<file path="config.mk">
export PLATFORM = sky130hd
export DESIGN_NAME = gru_gate_mac
export DESIGN_NICKNAME = d
export VERILOG_FILES = /design/src/rtl/gru_gate_mac_pkg.sv /design/src/rtl/gru_pwl_act.sv /design/src/rtl/gru_gate_mac.sv
export SDC_FILE = /design/constraint.sdc
export NUM_CORES = 1
export LEC_CHECK = 0
export ABC_AREA = 1
export BUFFER_PORTS_ARGS = -buffer_cell sky130_fd_sc_hd__buf_2
export CORE_MARGIN = 2
export CORE_UTILIZATION = 59
export DETAILED_ROUTE_END_ITERATION = 6
export GPL_TIMING_DRIVEN = 0
export PLACE_DENSITY_LB_ADDON = 0.1
export SYNTH_ARGS = -nofsm -noshare
export SYNTH_HDL_FRONTEND = slang
export SYNTH_SLANG_ARGS = --single-unit
</file>
<file path="constraint.sdc">
create_clock -name clk -period 9.6 [get_ports clk]
set_clock_uncertainty 0.1 [all_clocks]
set_input_delay 2.4 -clock clk [delete_from_list [all_inputs] [get_ports clk]]
set_output_delay 2.4 -clock clk [all_outputs]
set_load 0.03 [all_outputs]
</file>
<file path="src/rtl/gru_gate_mac_pkg.sv">
// -----------------------------------------------------------------------------
// gru_gate_mac_pkg
// Shared constants and types for the GRU gate MAC stage and its activation
// helper.
//   - Q2.14 fixed-point format: width, fractional bits, 1.0 / 0.5 / +-limits
//   - Default NIN / accumulator width
//   - Activation selector values (hard sigmoid for zt, hard tanh for htb)
//   - Gate FSM state encoding
//   - cnt_width(): counter width that stays >= 1 bit even when NIN == 1
// -----------------------------------------------------------------------------
package gru_gate_mac_pkg;

    localparam int GRU_DATABIT = 16;
    localparam int GRU_FRAC    = 14;
    localparam int GRU_NIN     = 8;
    localparam int GRU_ACCBIT  = 40;

    // Q2.14 constants (1.0 = 0x4000)
    localparam logic signed [15:0] ONE_Q     = 16'sh4000;
    localparam logic signed [15:0] HALF_Q    = 16'sh2000;
    localparam logic signed [15:0] NEG_ONE_Q = 16'shC000;
    localparam logic signed [15:0] Q_MAX     = 16'sh7FFF;
    localparam logic signed [15:0] Q_MIN     = 16'sh8000;

    // Activation selector values for the ACT_TANH parameter
    localparam int ACT_SEL_SIGMOID = 0;
    localparam int ACT_SEL_TANH    = 1;

    typedef enum logic [1:0] {
        ST_IDLE = 2'd0,
        ST_ACC  = 2'd1,
        ST_ACT  = 2'd2,
        ST_DONE = 2'd3
    } gate_state_e;

    function automatic int cnt_width(input int n);
        return (n > 1) ? $clog2(n) : 1;
    endfunction

endpackage

</file>
<file path="src/rtl/gru_pwl_act.sv">
// -----------------------------------------------------------------------------
// gru_pwl_act
// Purely combinational piecewise-linear activation on a wide Q4.28-style
// accumulator. Rounds half up back to Q2.14 scale, then applies either
//   hard sigmoid : y = clamp((r >>> 2) + 0.5, 0, 1.0)
//   hard tanh    : y = clamp(r, -1.0, 1.0)
// The intermediate stays at ACCBIT width so the clamp sees the true value
// instead of a truncated, possibly wrapped one.
// Ports:
//   acc_i  in   ACCBIT   signed accumulator (FRAC extra fractional bits)
//   y_o    out  DATABIT  signed Q2.14 activation result
// -----------------------------------------------------------------------------
module gru_pwl_act
    import gru_gate_mac_pkg::*;
#(
    parameter int DATABIT  = GRU_DATABIT,
    parameter int FRAC     = GRU_FRAC,
    parameter int ACCBIT   = GRU_ACCBIT,
    parameter int ACT_TANH = ACT_SEL_SIGMOID
) (
    input  logic signed [ACCBIT-1:0]  acc_i,
    output logic signed [DATABIT-1:0] y_o
);

    localparam logic signed [ACCBIT-1:0] ONE_W     = ACCBIT'(ONE_Q);
    localparam logic signed [ACCBIT-1:0] NEG_ONE_W = ACCBIT'(NEG_ONE_Q);
    localparam logic signed [ACCBIT-1:0] HALF_W    = ACCBIT'(HALF_Q);
    // Half an output LSB, expressed at accumulator scale
    localparam logic signed [ACCBIT-1:0] RND_W     = ACCBIT'(1) <<< (FRAC - 1);
    localparam logic signed [ACCBIT-1:0] LO_W      = (ACT_TANH != 0) ? NEG_ONE_W : '0;

    logic signed [ACCBIT-1:0] rnd;
    logic signed [ACCBIT-1:0] act;
    logic signed [ACCBIT-1:0] clip;

    always_comb begin
        rnd = (acc_i + RND_W) >>> FRAC;
    end

    generate
        if (ACT_TANH != 0) begin : g_tanh
            always_comb act = rnd;
        end else begin : g_sigmoid
            always_comb act = (rnd >>> 2) + HALF_W;
        end
    endgenerate

    always_comb begin
        clip = act;
        if (act > ONE_W) begin
            clip = ONE_W;
        end else if (act < LO_W) begin
            clip = LO_W;
        end
        y_o = DATABIT'(clip);
    end

endmodule

</file>
<file path="src/rtl/gru_gate_mac.sv">
// -----------------------------------------------------------------------------
// gru_gate_mac
// One GRU gate value (zt via hard sigmoid, or htb via hard tanh). A start
// loads the bias into the accumulator, NIN (data, weight) pairs are
// multiply-accumulated serially with valid/ready flow control, and the
// activation produces one Q2.14 result.
// Flow: IDLE -start-> ACC -NIN-th pair-> ACT (1 cycle) -> DONE (1 cycle) -> IDLE
// Ports:
//   clk        in   1        clock, rising edge
//   rst_n      in   1        synchronous reset, ACTIVE HIGH despite the name
//   start      in   1        begin a result (only honoured in IDLE)
//   bias       in   DATABIT  Q2.14 bias, sampled with start
//   in_valid   in   1        pair valid
//   in_ready   out  1        pair accepted when in_valid & in_ready
//   in_data    in   DATABIT  Q2.14 element
//   in_weight  in   DATABIT  Q2.14 weight
//   busy       out  1        not IDLE
//   out_valid  out  1        one-cycle result strobe (DONE)
//   out_data   out  DATABIT  Q2.14 result, registered and held between results
// -----------------------------------------------------------------------------
module gru_gate_mac
    import gru_gate_mac_pkg::*;
#(
    parameter int DATABIT  = GRU_DATABIT,
    parameter int FRAC     = GRU_FRAC,
    parameter int NIN      = GRU_NIN,
    parameter int ACCBIT   = GRU_ACCBIT,
    parameter int ACT_TANH = ACT_SEL_SIGMOID
) (
    input  logic                      clk,
    input  logic                      rst_n,
    input  logic                      start,
    input  logic signed [DATABIT-1:0] bias,
    input  logic                      in_valid,
    output logic                      in_ready,
    input  logic signed [DATABIT-1:0] in_data,
    input  logic signed [DATABIT-1:0] in_weight,
    output logic                      busy,
    output logic                      out_valid,
    output logic signed [DATABIT-1:0] out_data
);

    localparam int              CNTW     = cnt_width(NIN);
    localparam logic [CNTW-1:0] LAST_CNT = CNTW'(NIN - 1);

    gate_state_e               state_q, state_d;
    logic [CNTW-1:0]           cnt_q, cnt_d;
    logic signed [ACCBIT-1:0]  acc_q, acc_d;
    logic signed [DATABIT-1:0] out_data_q, out_data_d;

    logic signed [2*DATABIT-1:0] prod;
    logic signed [DATABIT-1:0]   act_y;

    // Full-precision product; sign-extended into the accumulator below.
    assign prod = in_data * in_weight;

    gru_pwl_act #(
        .DATABIT  (DATABIT),
        .FRAC     (FRAC),
        .ACCBIT   (ACCBIT),
        .ACT_TANH (ACT_TANH)
    ) u_act (
        .acc_i (acc_q),
        .y_o   (act_y)
    );

    always_comb begin
        state_d    = state_q;
        cnt_d      = cnt_q;
        acc_d      = acc_q;
        out_data_d = out_data_q;
        case (state_q)
            ST_IDLE: begin
                if (start) begin
                    // Bias is Q2.14; align it to the Q4.28 product scale.
                    acc_d   = ACCBIT'(bias) <<< FRAC;
                    cnt_d   = '0;
                    state_d = ST_ACC;
                end
            end
            ST_ACC: begin
                if (in_valid) begin
                    acc_d = acc_q + ACCBIT'(prod);
                    if (cnt_q == LAST_CNT) begin
                        cnt_d   = '0;
                        state_d = ST_ACT;
                    end else begin
                        cnt_d = cnt_q + 1'b1;
                    end
                end
            end
            ST_ACT: begin
                out_data_d = act_y;
                state_d    = ST_DONE;
            end
            ST_DONE: begin
                // A start seen here is intentionally dropped; it is only
                // honoured once back in IDLE.
                state_d = ST_IDLE;
            end
            default: begin
                state_d = ST_IDLE;
            end
        endcase
    end

    always_ff @(posedge clk) begin
        if (rst_n) begin
            state_q    <= ST_IDLE;
            cnt_q      <= '0;
            acc_q      <= '0;
            out_data_q <= '0;
        end else begin
            state_q    <= state_d;
            cnt_q      <= cnt_d;
            acc_q      <= acc_d;
            out_data_q <= out_data_d;
        end
    end

    assign in_ready  = (state_q == ST_ACC);
    assign busy      = (state_q != ST_IDLE);
    assign out_valid = (state_q == ST_DONE);
    assign out_data  = out_data_q;

endmodule
</file>
---- After elaboration in Yosys (flattened, before gate mapping) ----
Index checks and enable logic that the tools add are counted.
cells by class
  eq/ne operators ......................... 7
  add/sub/neg operators ................... 4
  multipliers ............................. 1
  reductions and logical operators ........ 5
  $lt $le $gt $ge ......................... 2
  multiplexer cells ....................... 13
operators with widths
  kind                      count
  $mux W40                  2
  $pmux W40 S2              1
  $add A40 B15 Y40 const B  1
  $add A40 B32 Y40          1
  $mul A16 B16 Y32          1
  $mux W16                  2
  $add A24 B15 Y25 const B  1
  $gt A25 B16 Y1 const B    1
  $lt A25 B1 Y1 const B     1
  $mux W3                   3
  $pmux W2 S4               1
  $mux W2                   3
  $pmux W3 S2               1
  $reduce_and A3 Y1         2
  $eq A2 B2 Y1 const B      2
  $ne A2 B2 Y1 const B      2
  $reduce_bool A2 Y1        2
  $add A3 B1 Y3 const B     1
  $eq A3 B3 Y1 const B      1
  $eq A2 B1 Y1 const B      1
  $logic_not A2 Y1          1
  $ne A2 B1 Y1 const B      1
storage, ports and cells
  register bits after elaboration ......... 61
  output and inout bits ................... 19
  logic and storage cells ................. 36
  input port bits ......................... 52

---- Longest topological paths before layout ----
Gate-level depths: netlist of the first run.
  depth after elaboration ................. 5
  depth in mapped cells ................... 31

---- Hierarchy ----
A second synthesis of the first run with hierarchy kept.
unflattened totals
  cells, all modules ...................... 2472
  area, all modules ....................... 17697.0 um^2
by module, submodules not included
  module        instances  cells an instance  area an instance (um^2)
  gru_gate_mac  1          2198               16270.6
  gru_pwl_act   1          274                1426.4

---- Least setup slack after synthesis of the first run ----
No wires, ideal clock.
  kind .................................... input to register
  start point ............................. input port in_weight[3]
  end point ............................... register acc_q[39]
  arrival ................................. 8.058 ns
  path buffers ............................ 2
  path slack .............................. 1.367 ns
  stages on the path ...................... 25
  cells stage by stage .................... clkbuf_1 -> clkbuf_1 -> nand2_1 -> inv_1 -> fa_1 -> fa_1 -> inv_1 -> fa_1 -> fa_1 -> inv_1 -> fa_1 -> inv_1 -> fa_1 -> inv_1 -> ha_1 -> nand2_1 -> nor2_1 -> inv_1 -> nor4_1 -> o21ai_0 -> nand3_1 -> nor2_1 -> nor2_1 -> nand2_1 -> a31oi_1
on the way
  longest elaborated chain between the ends .. 4
RTL lines
  what                  RTL line             RTL
  from (decl)           gru_gate_mac.sv:37   input logic signed [DATABIT-1:0] in_weight,
  $mul A16 B16 Y32      gru_gate_mac.sv:55   assign prod = in_data * in_weight;
  $add A40 B32 Y40      gru_gate_mac.sv:83   acc_d = acc_q + ACCBIT'(prod);
  $mux W40              gru_gate_mac.sv:82   if (in_valid) begin
  $pmux W40 S2          gru_gate_mac.sv:72   case (state_q)
  to (signal assigned)  gru_gate_mac.sv:111  acc_q <= '0;
  to (signal assigned)  gru_gate_mac.sv:116  acc_q <= acc_d;
  to (decl)             gru_gate_mac.sv:48   logic signed [ACCBIT-1:0] acc_q, acc_d;
Every way passes these cells. The select of a mux whose other input is x is not followed.
A chain may end at the register's enable or synchronous reset.

---- Final worst setup path of the first run ----
  start point ............................. input port in_weight[5]
  end point ............................... register acc_q[39]
Same word-level chain as after synthesis.

==> results.txt, run 1 <==
Synth top area cells: fa_1 (39%), inv_1 (14%), nand2_1 (11%), ha_1 (9.2%), dfxtp_1 (7.3%)
Min Hold Slack: 367.9 ps
CTS tree: done
Unrepaired setup endpoints after global routing: false
Max-capacitance violation count: 0
Total track usage: 32.79%
CP arrival: 9380 ps
Initial Utilization: 60.13%
Post-synth top area share: 39.33%
Syn Inst Count: 2244
Finished Core Util: 63.78%
YS warnings: 0
Share of layout cells above drive strength 1: 5.350%
CP delay by family, top: adder cells
Clock-pin slew on the worst setup and hold paths: 60 ps
Asr flop ratio synth: 0%
GRT overflow: 0
Final worst path period share: 95.99%
Largest net degree at the start of global routing: 24
Routed WL: 45.89 mm
Setup bufs post-CTS: 0
Adder-cell share of the synthesized area: 48.50%
Worst-skew pair later-pin latency: 340 ps
CP startpoint kind: primary input
Root Buffer: clkbuf_16
Detailed-route via count: 14133
Leading area contributor after synthesis: fa_1
Clock Sinks: 61
DP Wirelength: 40.44 mm
Simple-Gate Fraction of Synth Area: 19.21%
Post-synth cell types: 41
Worst Path Required: 9760 ps
Clock H-tree levels: 3
Worst Setup End Kind: flip-flop
CP peak stage delay: 760 ps
DR WL/cell: 17.14 microns
Status: complete, no violations
Highest net fanout along the worst path: 10
Hold buffer count at CTS: 0
Post-DRT Antenna Nets: 0
FF-to-FF path depth: 19
FF-to-FF setup slack: 4110 ps
Fin crit period: 9215 ps
Post-synthesis xor/xnor area fraction: 1.356%
Worst min path class: flip-flop to flip-flop
Finished Cell Area: 0.01782 sq mm
Num rows: 61
Largest family of logic cells by synthesized area: adder cells
Mux contribution to synthesized area: 0%
Final Setup Violations: 0
Initial DRC count: 1022
Post-CTS Resized: 0
I/O pins: 71
Synth Register Bits: 61
Syn nets: 2749
CP Class: primary input to flip-flop
CTS Buf Count: 9
Top_reg_cell synth: dfxtp_1
Placed cell area: 0.01747 sq mm
Nets: 2799
WP buf/inv: 8
Worst slew pin tran: 1252 ps
Max-slew violations: 0
Final Hold Viols: 0
Height of the die: 172.7 microns
Syn Area/Cell: 7.485 sq um
Cell Area, Synth: 0.01680 sq mm
Core Footprint: 0.02793 sq mm
Area growth, synth to finish: 6.079%
Hold depth: 2
Count leader, synth: inv_1
Die W: 172.7 microns
Placer Congestion: 0.9743
Worst path slowest cell: fa_1
Global-route wire length before repair: 77.57 mm
Vias per cell: 5.279
Complex-gate fraction of the synthesized area: 7.256%
Final instance count without filler cells: 2677
TritonRoute pass-1 iters: 5
Clk buf depth: 2
Antenna diode count: 0
Remaining DRCs: 0
Fillers: 2635
Rel. slew slack: 16.28%
Die ar.: 0.02983 sq mm
CP Depth: 25
Initial antenna violation count: 0
Post-synth EDFFs: 0
Post-synthesis sequential area ratio: 7.271%
Synth top cells by count: inv_1 (640), nand2_1 (494), fa_1 (330)
Number of global-route vias before repair: 15000
IO Port Bufs: 40
FMAX: 108.5 MHz
Placed Cells incl. Taps: 2662
-- layout by cell type, fill, tap and decap left out, drive strengths merged --
master and n:
a21o 3, o21bai 5, nor3 8, and2 3, or2 10, a31oi 20
xor2 17, nand2 506, bufinv 3, a21boi 2, clkinvlp 2, ha 123
nand4 17, nand3 80, a21oi 88, a31o 1, o211ai 4, o221ai 2
dfxtp 61, and3 1, nor2 133, o21ai 74, clkinv 1, o31ai 1
inv 644, a211oi 1, o22ai 11, o21a 3, buf 42, xnor2 9
clkbuf 91, fa 330, nor4 3
-- worst reg2reg max path, delay by kind of cell (launching register included) --
kind	cells	cell delay [ps]
and+or+nand+nor	8	1550
buffers and inverters	4	300
DFF	1	480
adders and majority gates	6	2810
AOI/OAI and AO/OA	1	170
-- worst paths after layout --
path | to | start
worst max-delay path | acc_q[39] | in_weight[5]
worst max register to register | acc_q[36] | acc_q[15]
worst min-delay path | out_data[15] | out_data[15]
worst min register to register | out_data[15] | out_data[15]
-- flip-flops by register name, summed over array words and instances, names as in the netlist --
signal and flops:
acc_q 40, out_data 16, cnt_q 3, state_q 2
-- area by class of cell --
class                   instances  area (sq um)  share of cell area, %
flip-flops and latches         61          1221                  6.854
multi-input cells            1455         12820                  71.94
repair buffers                 40         200.2                  1.124
well taps                     378         473.0                  2.654
plain buffers                  84         342.8                  1.924
clock inverters                 7         122.6                 0.6882
inverters                     643          2414                  13.55
clock buffers                   9         225.2                  1.264
-- cell families after synthesis --
| family | after synthesis |
|---|---|
| and+or+nand+nor | 761 |
| buffers and inverters | 728 |
| adders and majority gates | 453 |
| AOI/OAI and AO/OA | 215 |
| DFF | 61 |
| xor gates and xnor gates | 26 |
-- metrics by stage --
step | TNS (ps) | setup slack [ps]
floorplan | 0 | 1367
global route | 0 | 54.92
global placement | 0 | 15.56
finish | 0 | 384.5
detailed placement | -0.4210 | -0.4210
CTS | 0 | 292.0
-- layer usage --
metal | vias up | global-route usage, % | routed length (microns)
met4 | 0 | 11.51 | 1870
met3 | 106 | 4.332 | 2881
li1 | 6663 | - | -
met1 | 6881 | 41.95 | 18630
met2 | 483 | 57.41 | 22510
met5 | - | 0 | 0
Power of run 1 is not shown: default switching activity piles up to over one toggle a cycle in this logic, so the estimate is an artifact.
==> inputs of run 2 (changes only) <==
--- a/config.mk
+++ b/config.mk
@@ -12,6 +12,7 @@
 export DETAILED_ROUTE_END_ITERATION = 6
 export GPL_TIMING_DRIVEN = 0
 export PLACE_DENSITY_LB_ADDON = 0.1
+export RECOVER_POWER = 50
 export SYNTH_ARGS = -nofsm -noshare
 export SYNTH_HDL_FRONTEND = slang
 export SYNTH_SLANG_ARGS = --single-unit
==> run 2 against run 1 <==
  * Fmax rose by 0.23%
  * Cell count did not move
  * First-iteration DRC count barely moved
  * Non-clock buffer count did not move
  * Largest cell class unchanged
  * Hold slack barely moved
  * Die area did not move
  * Global-route usage did not move
==> results.txt, run 2 (synthesis results as in run 1) <==
GRT overflow: 0
Total track usage: 32.79%
Post-DRT Antenna Nets: 0
Worst reg2reg endpoint: acc_q[30]
Global-route wire length before repair: 77.57 mm
Initial antenna violation count: 0
Fillers: 2658
Clk buf depth: 2
Placed cell area: 0.01747 sq mm
FF-to-FF path depth: 23
Worst reg2reg startpoint: acc_q[15]
Worst Path Required: 9760 ps
Number of global-route vias before repair: 15000
TritonRoute pass-1 iters: 6
Routed WL: 45.92 mm
Final instance count without filler cells: 2677
Unrepaired setup endpoints after global routing: false
Top Metal Used: met4
Largest net degree at the start of global routing: 24
CP Depth: 25
Fin crit period: 9195 ps
Clock Sinks: 61
WL met3: 2.726 mm
Placed Cells incl. Taps: 2662
DR WL/cell: 17.15 microns
Max-slew violations: 0
Worst Setup End Kind: flip-flop
Detailed-route via count: 14095
Initial Utilization: 60.13%
Num rows: 61
Core Footprint: 0.02793 sq mm
Biggest register: acc_q
CP arrival: 9360 ps
Worst min path class: flip-flop to flip-flop
Final Setup Violations: 0
Initial DRC count: 1021
Final worst path period share: 95.78%
Status: complete, no violations
CP Class: primary input to flip-flop
Share of layout cells above drive strength 1: 3.915%
Die W: 172.7 microns
Setup bufs post-CTS: 0
Root Buffer: clkbuf_16
Clock H-tree levels: 3
Highest net fanout along the worst path: 10
CP delay by family, top: adder cells
Remaining DRCs: 0
Worst-skew pair later-pin latency: 340 ps
Finished Cell Area: 0.01773 sq mm
Rel. slew slack: 16.00%
Height of the die: 172.7 microns
FMAX: 108.8 MHz
Max-capacitance violation count: 0
Met1 WL: 18.78 mm
Die ar.: 0.02983 sq mm
Worst slew pin tran: 1256 ps
FF-to-FF setup slack: 4110 ps
CTS tree: done
Met2 wire length: 22.43 mm
Placer Congestion: 0.9743
Final Hold Viols: 0
Area growth, synth to finish: 5.565%
CP peak stage delay: 770 ps
Min Hold Slack: 368.2 ps
Vias per cell: 5.265
CTS Buf Count: 9
Commonest non-fill, non-tap cell in the layout: inv_1
CP startpoint kind: primary input
Clock-pin slew on the worst setup and hold paths: 60 ps
Crit path to: acc_q[39]
IO Port Bufs: 40
Worst path slowest cell: fa_1
DP Wirelength: 40.44 mm
Final TNS setup: 0 ps
WP buf/inv: 8
Most frequent cells in the layout: inv_1 (641), nand2_1 (495), fa_1 (330)
Antenna diode count: 0
I/O pins: 71
Nets: 2799
Number of flip-flops under the largest register name: 40
Critical path launch point: in_weight[5]
-- run 2: cell count changes in the layout (fill, tap and decap cells not counted), sizes merged --
| cell | delta |
|---|---|
| buf | -20 |
| clkbuf | +20 |
-- run 2: worst register-to-register path: stages (launching register included) --
cell and delay [ps]:
dfxtp_1 470, inv_1 140, fa_1 520, inv_1 60
fa_1 530, fa_1 440, fa_1 510, inv_1 70
fa_1 540, inv_1 50, ha_1 360, nand2_1 120
nor2_1 210, inv_1 80, nor2_1 90, inv_1 50
o21ai_0 370, a21oi_1 140, inv_1 90, nand3_1 100
nand2_1 90, nand2_1 50, nand3_1 100, a31oi_1 90
-- run 2: how the worst min path moves through the flow --
stage                       startpoint      endpoint  depth (start not counted)
final                     out_data[15]  out_data[15]                          2
after CTS                 out_data[15]  out_data[15]                          2
after detailed placement  out_data[15]  out_data[15]                          2
after floorplan               cnt_q[1]      cnt_q[1]                          2
after global placement    out_data[15]  out_data[15]                          2
after global routing          acc_q[0]      acc_q[0]                          2
-- run 2: layout make-up --
type | count | area, sq um | share of cell area (%)
Clock inverter | 7 | 122.6 | 0.6916
Sequential cell | 61 | 1221 | 6.887
Timing Repair Buffer | 40 | 176.4 | 0.9950
Multi-Input combinational cell | 1455 | 12760 | 71.98
Inverter | 643 | 2414 | 13.61
Tap cell | 378 | 473.0 | 2.667
Clock buffer | 9 | 225.2 | 1.270
Buffer | 84 | 335.3 | 1.891
-- run 2: through the flow --
stage | utilization (%) | worst slack (ps)
2_1_floorplan | - | 1367
4_1_cts | 63.78 | 292.0
3_3_place_gp | 62.54 | 15.56
6_report | 63.47 | 405.4
5_1_grt | 63.47 | 54.92
3_5_place_dp | 62.54 | -0.4210
-- run 2: what timing repair did --
| action | in CTS | in global routing |
|---|---|---|
| resized for setup | 0 | 6 |
| hold buffers | 0 | 0 |
| endpoints found under the setup margin | 0 | 3 |
-- run 2: routing by layer --
| metal | vias up | track usage (%) |
|---|---|---|
| met2 | 464 | 57.41 |
| met3 | 116 | 4.332 |
| met5 | - | 0 |
| met4 | 0 | 11.51 |
| li1 | 6659 | - |
| met1 | 6856 | 41.95 |
Power of run 2 is left out for the same reason.
==> inputs of run 3 (changes only) <==
--- a/config.mk
+++ b/config.mk
@@ -9,6 +9,7 @@
 export BUFFER_PORTS_ARGS = -buffer_cell sky130_fd_sc_hd__buf_2
 export CORE_MARGIN = 2
 export CORE_UTILIZATION = 59
+export CTS_BUF_LIST = sky130_fd_sc_hd__clkbuf_2
 export DETAILED_ROUTE_END_ITERATION = 6
 export GPL_TIMING_DRIVEN = 0
 export PLACE_DENSITY_LB_ADDON = 0.1
==> run 3 against run 2 <==
  * Sequential share of layout area rose by 0.070 points
  * Die area unchanged
  * Via count grew 0.11%
  * Cell count about the same
  * Register-to-register slack got worse by 40 ps
  * Final area shrank 1.0%
  * Utilization decreased by 0.64 points
  * Critical path depth did not move
  * Routed wire length shrank 0.13%
  * Critical path type unchanged
  * First-iteration DRC count decreased by 7.9%
  * Setup slack lost 45 ps
==> results.txt, run 3 (synthesis results as in run 1) <==
Status: complete, no violations
Core Footprint: 0.02793 sq mm
CP startpoint kind: primary input
Commonest non-fill, non-tap cell in the layout: inv_1
Worst Path Required: 9980 ps
Final Setup Violations: 0
Worst-skew pair later-pin latency: 550 ps
Global-route wire length before repair: 77.39 mm
Highest net fanout along the worst path: 10
DR WL/cell: 17.13 microns
DP Wirelength: 40.44 mm
CTS tree: done
I/O pins: 71
Detailed-route via count: 14111
Fin crit period: 9240 ps
Finished Cell Area: 0.01755 sq mm
Total track usage: 32.71%
Routed WL: 45.86 mm
Number of flip-flops under the largest register name: 40
Clock-pin slew on the worst setup and hold paths: 190 ps
CTS Buf Count: 9
Initial DRC count: 940
Vias per cell: 5.269
Max-slew violations: 0
CP Class: primary input to flip-flop
Largest net degree at the start of global routing: 24
Nets: 2799
Min Hold Slack: 388.1 ps
FMAX: 108.2 MHz
Die ar.: 0.02983 sq mm
Number of global-route vias before repair: 14982
Root Buffer: clkbuf_2
Initial Utilization: 60.13%
Die W: 172.7 microns
Initial antenna violation count: 0
Biggest register: acc_q
Post-CTS Resized: 0
Final Hold Viols: 0
Rel. slew slack: 16.82%
IO Port Bufs: 40
Height of the die: 172.7 microns
Share of layout cells above drive strength 1: 3.828%
GRT overflow: 0
Area growth, synth to finish: 4.499%
Num rows: 61
Worst Setup End Kind: flip-flop
Unrepaired setup endpoints after global routing: false
Max-capacitance violation count: 0
Clock H-tree levels: 3
TritonRoute pass-1 iters: 5
Clock Sinks: 61
Placed cell area: 0.01747 sq mm
Final instance count without filler cells: 2678
Worst slew pin tran: 1244 ps
Clk buf depth: 2
Post-DRT Antenna Nets: 0
Hold buffer count at CTS: 0
Placed Cells incl. Taps: 2662
Most frequent cells in the layout: inv_1 (641), nand2_1 (495), fa_1 (330)
Worst min path class: flip-flop to flip-flop
Remaining DRCs: 0
CP arrival: 9620 ps
Final worst path period share: 96.25%
Placer Congestion: 0.9743
run 3: area by class of cell:
cell class                 instances  area [sq um]
buffer                            84         331.6
sequential                        61          1221
inverter                         643          2414
clock buffer                       9         45.04
clock inverter                     7         122.6
multi-input combinational       1455         12760
antenna                            1         2.502
fill                            2684         10380
tap                              378         473.0
timing repair buffer              40         177.7
run 3: worst paths after layout:
check / startpoint / end / slack, ps / cells past startpoint
worst min register to register: out_data[14] / out_data[14] / 390 / 2
worst max register to register: acc_q[15] / acc_q[30] / 4070 / 22
worst max-delay path: in_weight[5] / acc_q[39] / 360 / 25
worst min-delay path: out_data[14] / out_data[14] / 390 / 2
run 3: timing repair:
action / 4_1_cts / 5_1_grt
buffers inserted: 0 / 0
setup endpoints to repair: 0 / 1
hold endpoints to repair: 0 / 0
run 3: stage by stage:
stage,worst slack [ps],utilization (%),TNS (ps)
5_1_grt,63.76,62.82,0
6_report,360.4,62.83,0
3_3_place_gp,15.56,62.54,0
3_5_place_dp,-0.4210,62.54,-0.4210
2_1_floorplan,1367,-,0
4_1_cts,528.5,63.14,0
run 3: worst max-delay path, cell delays in order:
cell      delay [ps]
clkbuf_1         340
clkbuf_1         540
nand2_1          210
fa_1             540
inv_1             70
fa_1             440
inv_1            350
fa_1             620
fa_1             770
inv_1            150
fa_1             490
inv_1             50
fa_1             470
inv_1             40
ha_1             360
nand2_1          120
nor2_1           150
inv_1             90
nor4_1           560
o21ai_0          290
nand3_1          230
nor2_1            60
nor2_1            80
nand2_1           70
a31oi_1          120
run 3: per-layer routing:
metal  global-route usage [%]  share of wire, %  up-vias
li1                         -                 -     6658
met1                    41.99                41     6888
met2                    57.21                49      457
met3                    4.046               6.2      108
met4                    11.72               4.1        0
met5                        0                 0        -
Power of run 3 is left out for the same reason.
